$ cat config.mk
export PLATFORM = sky130hd
export DESIGN_NAME = imm_extender_pipe
export DESIGN_NICKNAME = d
export VERILOG_FILES = /design/src/rtl/imm_extender_pipe_pkg.sv /design/src/rtl/imm_extender_pipe_core.sv /design/src/rtl/imm_extender_pipe.sv
export SDC_FILE = /design/constraint.sdc
export NUM_CORES = 1
export LEC_CHECK = 0
export ABC_AREA = 0
export CORE_UTILIZATION = 35
export DETAILED_ROUTE_END_ITERATION = 8
export PLACE_DENSITY = 0.64
export SLEW_MARGIN = 20
export SYNTH_ARGS = -nofsm -noshare
export SYNTH_HDL_FRONTEND = slang
export SYNTH_HIERARCHICAL = 1
export SYNTH_SLANG_ARGS = --single-unit
$ cat constraint.sdc
create_clock -name CLK -period 4.5 [get_ports CLK]
set_input_delay 0.675 -clock CLK [delete_from_list [all_inputs] [get_ports CLK]]
set_output_delay 0.675 -clock CLK [all_outputs]
set_load 0.005 [all_outputs]
$ cat src/rtl/imm_extender_pipe_pkg.sv
// Shared encodings and sizing constants for the immediate-extension pipeline.
package imm_extender_pipe_pkg;

    typedef enum logic [1:0] {
        MODE_ZERO  = 2'd0,
        MODE_SIGN  = 2'd1,
        MODE_UPPER = 2'd2,
        MODE_SHIFT = 2'd3
    } imm_mode_e;

    localparam int FIFO_DEPTH = 2;

endpackage

$ cat src/rtl/imm_extender_pipe_core.sv
// Purely combinational immediate extension: zero/sign/upper placement and
// sign-extend-then-shift with overflow detection.
module imm_extend_core
    import imm_extender_pipe_pkg::*;
#(
    parameter int DATA_WIDTH    = 32,
    parameter int IMMDATA_WIDTH = 21,
    parameter int SHAMT_WIDTH   = $clog2(DATA_WIDTH)
) (
    input  logic [IMMDATA_WIDTH-1:0] imm,
    input  imm_mode_e                mode,
    input  logic [SHAMT_WIDTH-1:0]   shamt,
    output logic [DATA_WIDTH-1:0]    data,
    output logic                     ovf
);

    logic [DATA_WIDTH-1:0]   zext;
    logic [DATA_WIDTH-1:0]   sext;
    logic [DATA_WIDTH-1:0]   upper;
    logic [2*DATA_WIDTH-1:0] wide;
    logic [DATA_WIDTH:0]     shifted_top;

    assign zext  = DATA_WIDTH'(imm);
    // Shifting the fill by IMMDATA_WIDTH also covers IMMDATA_WIDTH == DATA_WIDTH (fill becomes 0).
    assign sext  = zext | ({DATA_WIDTH{imm[IMMDATA_WIDTH-1]}} << IMMDATA_WIDTH);
    assign upper = zext << (DATA_WIDTH - IMMDATA_WIDTH);

    // The upper half holds the shifted-out bits plus further sign copies, so the
    // result is exact only when that half and the result MSB all agree.
    assign wide        = {{DATA_WIDTH{sext[DATA_WIDTH-1]}}, sext} << shamt;
    assign shifted_top = wide[2*DATA_WIDTH-1:DATA_WIDTH-1];
    assign ovf         = (mode == MODE_SHIFT) && !((&shifted_top) || !(|shifted_top));

    always_comb begin
        // NOTE: default assignment first so no path through the case leaves data unassigned (no latch).
        data = zext;
        case (mode)
            MODE_ZERO:  data = zext;
            MODE_SIGN:  data = sext;
            MODE_UPPER: data = upper;
            MODE_SHIFT: data = wide[DATA_WIDTH-1:0];
            default:    data = zext;
        endcase
    end

endmodule

$ cat src/rtl/imm_extender_pipe.sv
// Immediate extender with valid/ready handshake, 2-entry result FIFO and a
// saturating overflow counter.
module imm_extender_pipe
    import imm_extender_pipe_pkg::*;
#(
    parameter int DATA_WIDTH    = 32,
    parameter int IMMDATA_WIDTH = 21,
    parameter int OVFCNT_WIDTH  = 16
) (
    input  logic                          CLK,
    input  logic                          RSTN,
    input  logic                          IVALID,
    output logic                          IREADY,
    input  logic [IMMDATA_WIDTH-1:0]      IMMDATA,
    input  logic [1:0]                    MODE,
    input  logic [$clog2(DATA_WIDTH)-1:0] SHAMT,
    output logic                          OVALID,
    input  logic                          OREADY,
    output logic [DATA_WIDTH-1:0]         ODATA,
    output logic                          OVF,
    input  logic                          CLR,
    output logic [OVFCNT_WIDTH-1:0]       OVFCNT
);

    if (IMMDATA_WIDTH < 1 || IMMDATA_WIDTH > DATA_WIDTH) begin : g_bad_width
        $error("imm_extender_pipe: IMMDATA_WIDTH must be in 1..DATA_WIDTH");
    end

    typedef struct packed {
        logic [DATA_WIDTH-1:0] data;
        logic                  ovf;
    } entry_t;

    entry_t                  mem [FIFO_DEPTH];
    entry_t                  new_entry;
    logic                    wr_ptr;
    logic                    rd_ptr;
    logic [1:0]              count;
    logic [OVFCNT_WIDTH-1:0] ovf_count;
    logic                    push;
    logic                    pop;

    imm_extend_core #(
        .DATA_WIDTH    (DATA_WIDTH),
        .IMMDATA_WIDTH (IMMDATA_WIDTH),
        .SHAMT_WIDTH   ($clog2(DATA_WIDTH))
    ) u_core (
        .imm   (IMMDATA),
        .mode  (imm_mode_e'(MODE)),
        .shamt (SHAMT),
        .data  (new_entry.data),
        .ovf   (new_entry.ovf)
    );

    // Handshake flags come from registered occupancy only; OREADY never reaches IREADY.
    assign IREADY = (count != 2'(FIFO_DEPTH));
    assign OVALID = (count != 2'd0);
    assign push   = IVALID && IREADY;
    assign pop    = OVALID && OREADY;

    assign ODATA  = mem[rd_ptr].data;
    assign OVF    = mem[rd_ptr].ovf;
    assign OVFCNT = ovf_count;

    always_ff @(posedge CLK) begin
        if (!RSTN) begin
            count     <= 2'd0;
            wr_ptr    <= 1'b0;
            rd_ptr    <= 1'b0;
            ovf_count <= '0;
            // NOTE: the two storage entries are reset so ODATA/OVF read 0 until the first push.
            for (int i = 0; i < FIFO_DEPTH; i++) begin
                mem[i] <= '0;
            end
        end else begin
            if (push) begin
                mem[wr_ptr] <= new_entry;
                wr_ptr      <= ~wr_ptr;
            end
            if (pop) begin
                rd_ptr <= ~rd_ptr;
            end

            case ({push, pop})
                2'b10:   count <= count + 2'd1;
                2'b01:   count <= count - 2'd1;
                default: count <= count;
            endcase

            if (CLR) begin
                ovf_count <= '0;
            end else if (push && new_entry.ovf && !(&ovf_count)) begin
                ovf_count <= ovf_count + 1'b1;
            end
        end
    end

endmodule

==> results by group <==
Run status
  – Status: complete, no violations

Yosys
  – Synthesized flop and latch total: slightly below 90
  – Ys Warns: 6
  – XOR/XNOR share of the synthesized area: less than 1%
  – Compound-Gate Fraction of Synth Area: roughly 15%
  – Multiplexer area fraction after synthesis: between 20% and 30%
  – Mean Syn Cell Area: around 10 um2
  – Main synth FF type: edfxtp_1
  – Area share of the largest cell type after synthesis: 32.0%
  – Unique masters post-synth: 62
  – Syn_nets: 650
  – Synth Area in Simple Gates: around a fifth
  – Post-synth EDFFs: 66
  – Synth area leaders: edfxtp_1 (32%), mux2_2 (7.8%), and2_1 (7.3%), dfxtp_1 (6.8%), mux4_2 (5.1%)
  – Post-Synthesis Cells: approximately 620
  – Most frequent cell after synthesis: and2_1
  – Synth top cells by count: and2_1 (72), edfxtp_1 (66), nand2_1 (51)
  – Async S/R FF share, synth: 0%
  – Largest family of logic cells by synthesized area: simple AND/OR/NAND/NOR gates
  – Mapped Area: ~0.006 mm2
  – Register area share after synthesis: 38.8%
  – Synth Area in Adders: less than 1%
  – Cell taking the most area after synthesis: edfxtp_1

CTS
  – # H-tree levels: 3
  – Clk sinks: just under 90
  – CTS clk-pin slew, worst paths: approximately 60 ps
  – CTS tree: built
  – Worst-Skew Late Latency: between 300 and 400 ps
  – Total setup buffers inserted after CTS: 0
  – Post_cts resized: 0
  – Root Driver: clkbuf_16
  – Cts hold-fix bufs: 0
  – Num CTS Buffers: 9
  – Deepest clock path buffer count: 2

Critical path
  – Critical Path Source: SHAMT[2]
  – R2R Setup Slk: between 2000 and 2500 ps
  – Arr. time, crit path: approximately 4500 ps
  – RR Startpoint: OVFCNT[0]$_SDFFE_PP0P_
  – FF-to-FF path depth: 5
  – CP Max Fanout: 10
  – Worst setup endpoint: OVFCNT[15]$_SDFFE_PP0P_
  – CP Capture Type: register
  – Worst Path Required: approximately 4800 ps
  – Worst flop-to-flop path endpoint: OVFCNT[3]$_SDFFE_PP0P_
  – Crit path kind: input pin to register
  – Setup crit start kind: input pin

Place
  – DP HPWL: around 13 mm
  – I/O Buffers: 83
  – Gpl congestion: between 0.9 and 1
  – DP Area: around 0.0076 mm2

Floorplanning
  – Num rows: 48
  – Area of the die: 0.0182 mm2
  – CORE AREA: between 0.015 and 0.02 mm2
  – Die X: approximately 130 um
  – I/O pins: 84
  – Die Ht: 135 um
  – Starting Density: 35.8%

Power and ir drop
  – PD cells: between 300 and 400 mW/mm2
  – Tot Pwr: around 2700 uW
  – Leakage: approximately 0.0029 uW
  – Peak supply drop: 0.202 mV

Cells and area
  – Fin nets: about 760
  – Layout cells sized above 1: just under 20%
  – Area Overhead vs Synth: 27.4%
  – Inserted Diodes: 0
  – Final core utilization: a little under half
  – Cell area after layout: about 0.0079 mm2

Min path
  – Worst min-delay path category: register to register

Global route
  – Overflow after GRT: 0
  – Initial antenna violation count: 0
  – Vias in the first global route: roughly 5,300
  – First-pass GRT wire length: roughly 28 mm
  – Largest net degree at the start of global routing: 42
  – All-Layer GR Usage: around 20%

Route
  – Drt drc: 0
  – Top layer reached by signal wires: met4
  – Metal2 WL: roughly 8.8 mm
  – WL/cell: roughly 19 um
  – Routed wl met3: ~1.2 mm
  – First-pass DRT Iterations: 5
  – Post-Route M1 WL: between 7 and 8 mm
  – Via count: 5,562
  – 1st-iter DRT viols: 423
  – Final WL: approximately 18 mm
  – Via density: 5.84
  – Final ANT Viol Nets: 0

STA
  – Min Tclk post-route: approximately 4200 ps
  – Worst Skew: about 6.2 ps
  – Slew Limit Fails: 0
  – F_max: roughly 240 MHz
  – Fin. Hold Viols: 0
  – Final setup fails: 0
  – Max_slew headroom: about 32%
  – Worst-margin pin slew: just over 1000 ps
  – RSZ-0062 raised after global routing: false
  – Final period util: between 90% and 100%

Job
  – Max_cap viols: 0
## worst max-delay path, stage by stage
cell and delay (ps):
clkdlybuf4s50_1 450, buf_4 180, mux2i_1 110, mux4_1 560
a311o_1 420, a22oi_1 250, a2111oi_4 60, o21bai_1 140
and4_1 260, nand2_1 100, or4_1 620, or4_1 510
a21oi_1 150
## cell type report
cell class | instances | area, um2
fillers | 1653 | 9420
multi-input cells | 465 | 3540
flip-flops and latches | 87 | 2400
repair buffers | 144 | 1320
well taps | 225 | 282
clock buffers | 10 | 229
inverters | 16 | 60.1
clock inverters | 6 | 47.5
## cell families (layout without fill, tap and decap cells)
family                   Yosys count  count (layout)
AO/OA/AOI/OAI                    140             140
multiplexers                      88              88
AND/OR/NAND/NOR                  230             230
buffers and inverters             63             176
flip-flops                        87              87
XOR/XNOR                           5               5
adder cells (fa/ha/maj)            2               2
## power by group
part	internal (uW)	switching, uW
Clock	376	310
Sequential	983	34.5
Combinational	526	450
## flip-flops by register name, indices dropped and copies added, names as in the netlist, named ones only
signal / count
mem: 66
OVFCNT: 16
count: 2
rd_ptr: 1
wr_ptr: 1
## worst min path at each step
stage	start	endpoint	slack, ps	depth (start not counted)
2_1_floorplan	count[1]$_SDFFE_PN0P_	count[1]$_SDFFE_PN0P_	470	2
3_3_place_gp	count[1]$_SDFFE_PN0P_	count[1]$_SDFFE_PN0P_	480	2
3_5_place_dp	OVFCNT[4]$_SDFFE_PP0P_	OVFCNT[4]$_SDFFE_PP0P_	500	1
4_1_cts	OVFCNT[4]$_SDFFE_PP0P_	OVFCNT[4]$_SDFFE_PP0P_	520	1
5_1_grt	OVFCNT[10]$_SDFFE_PP0P_	OVFCNT[10]$_SDFFE_PP0P_	560	2
6_report	OVFCNT[4]$_SDFFE_PP0P_	OVFCNT[4]$_SDFFE_PP0P_	520	1
## placed cells by master (no fill, tap or decap), types with 4 or more instances in the layout
master           instances
a211oi_1                 9
a21oi_1                 31
a221oi_1                11
and2_1                  72
and4_1                   4
buf_4                   58
clkbuf_16                9
clkdlybuf4s50_1         82
clkinvlp_4               4
dfxtp_1                 21
edfxtp_1                66
inv_1                   14
mux2_2                  43
mux2i_1                 22
mux4_1                   8
mux4_2                  14
nand2_1                 51
nand2b_1                 6
nand3_1                  5
nand4_1                 13
nor2_1                  28
nor2b_1                  8
nor3_1                   9
nor4_1                   6
o211ai_1                 6
o21ai_0                 28
o221ai_1                 4
o22ai_1                 12
o31ai_1                  9
or3_1                    5
or4_1                   11
xnor2_1                  4
## routing by layer
layer / up-vias / GRT usage (%)
li1: 2574 / -
met1: 2692 / 26.5
met2: 258 / 32.9
met3: 38 / 3.45
met4: 0 / 7.12
met5: - / 0
## per-stage QoR
stage / worst slack (ps) / instances / setup TNS, ps / hold slack [ps]
final: 260 / 953 / 0 / 519
after global routing: 74.3 / 953 / 0 / 557
after global placement: 14.3 / 936 / 0 / 481
after detailed placement: -68.3 / 936 / -94.9 / 503
after floorplan: 529 / 615 / 0 / 468
after CTS: 285 / 952 / 0 / 519
Note: power is estimated with default switching activity, not from simulation.
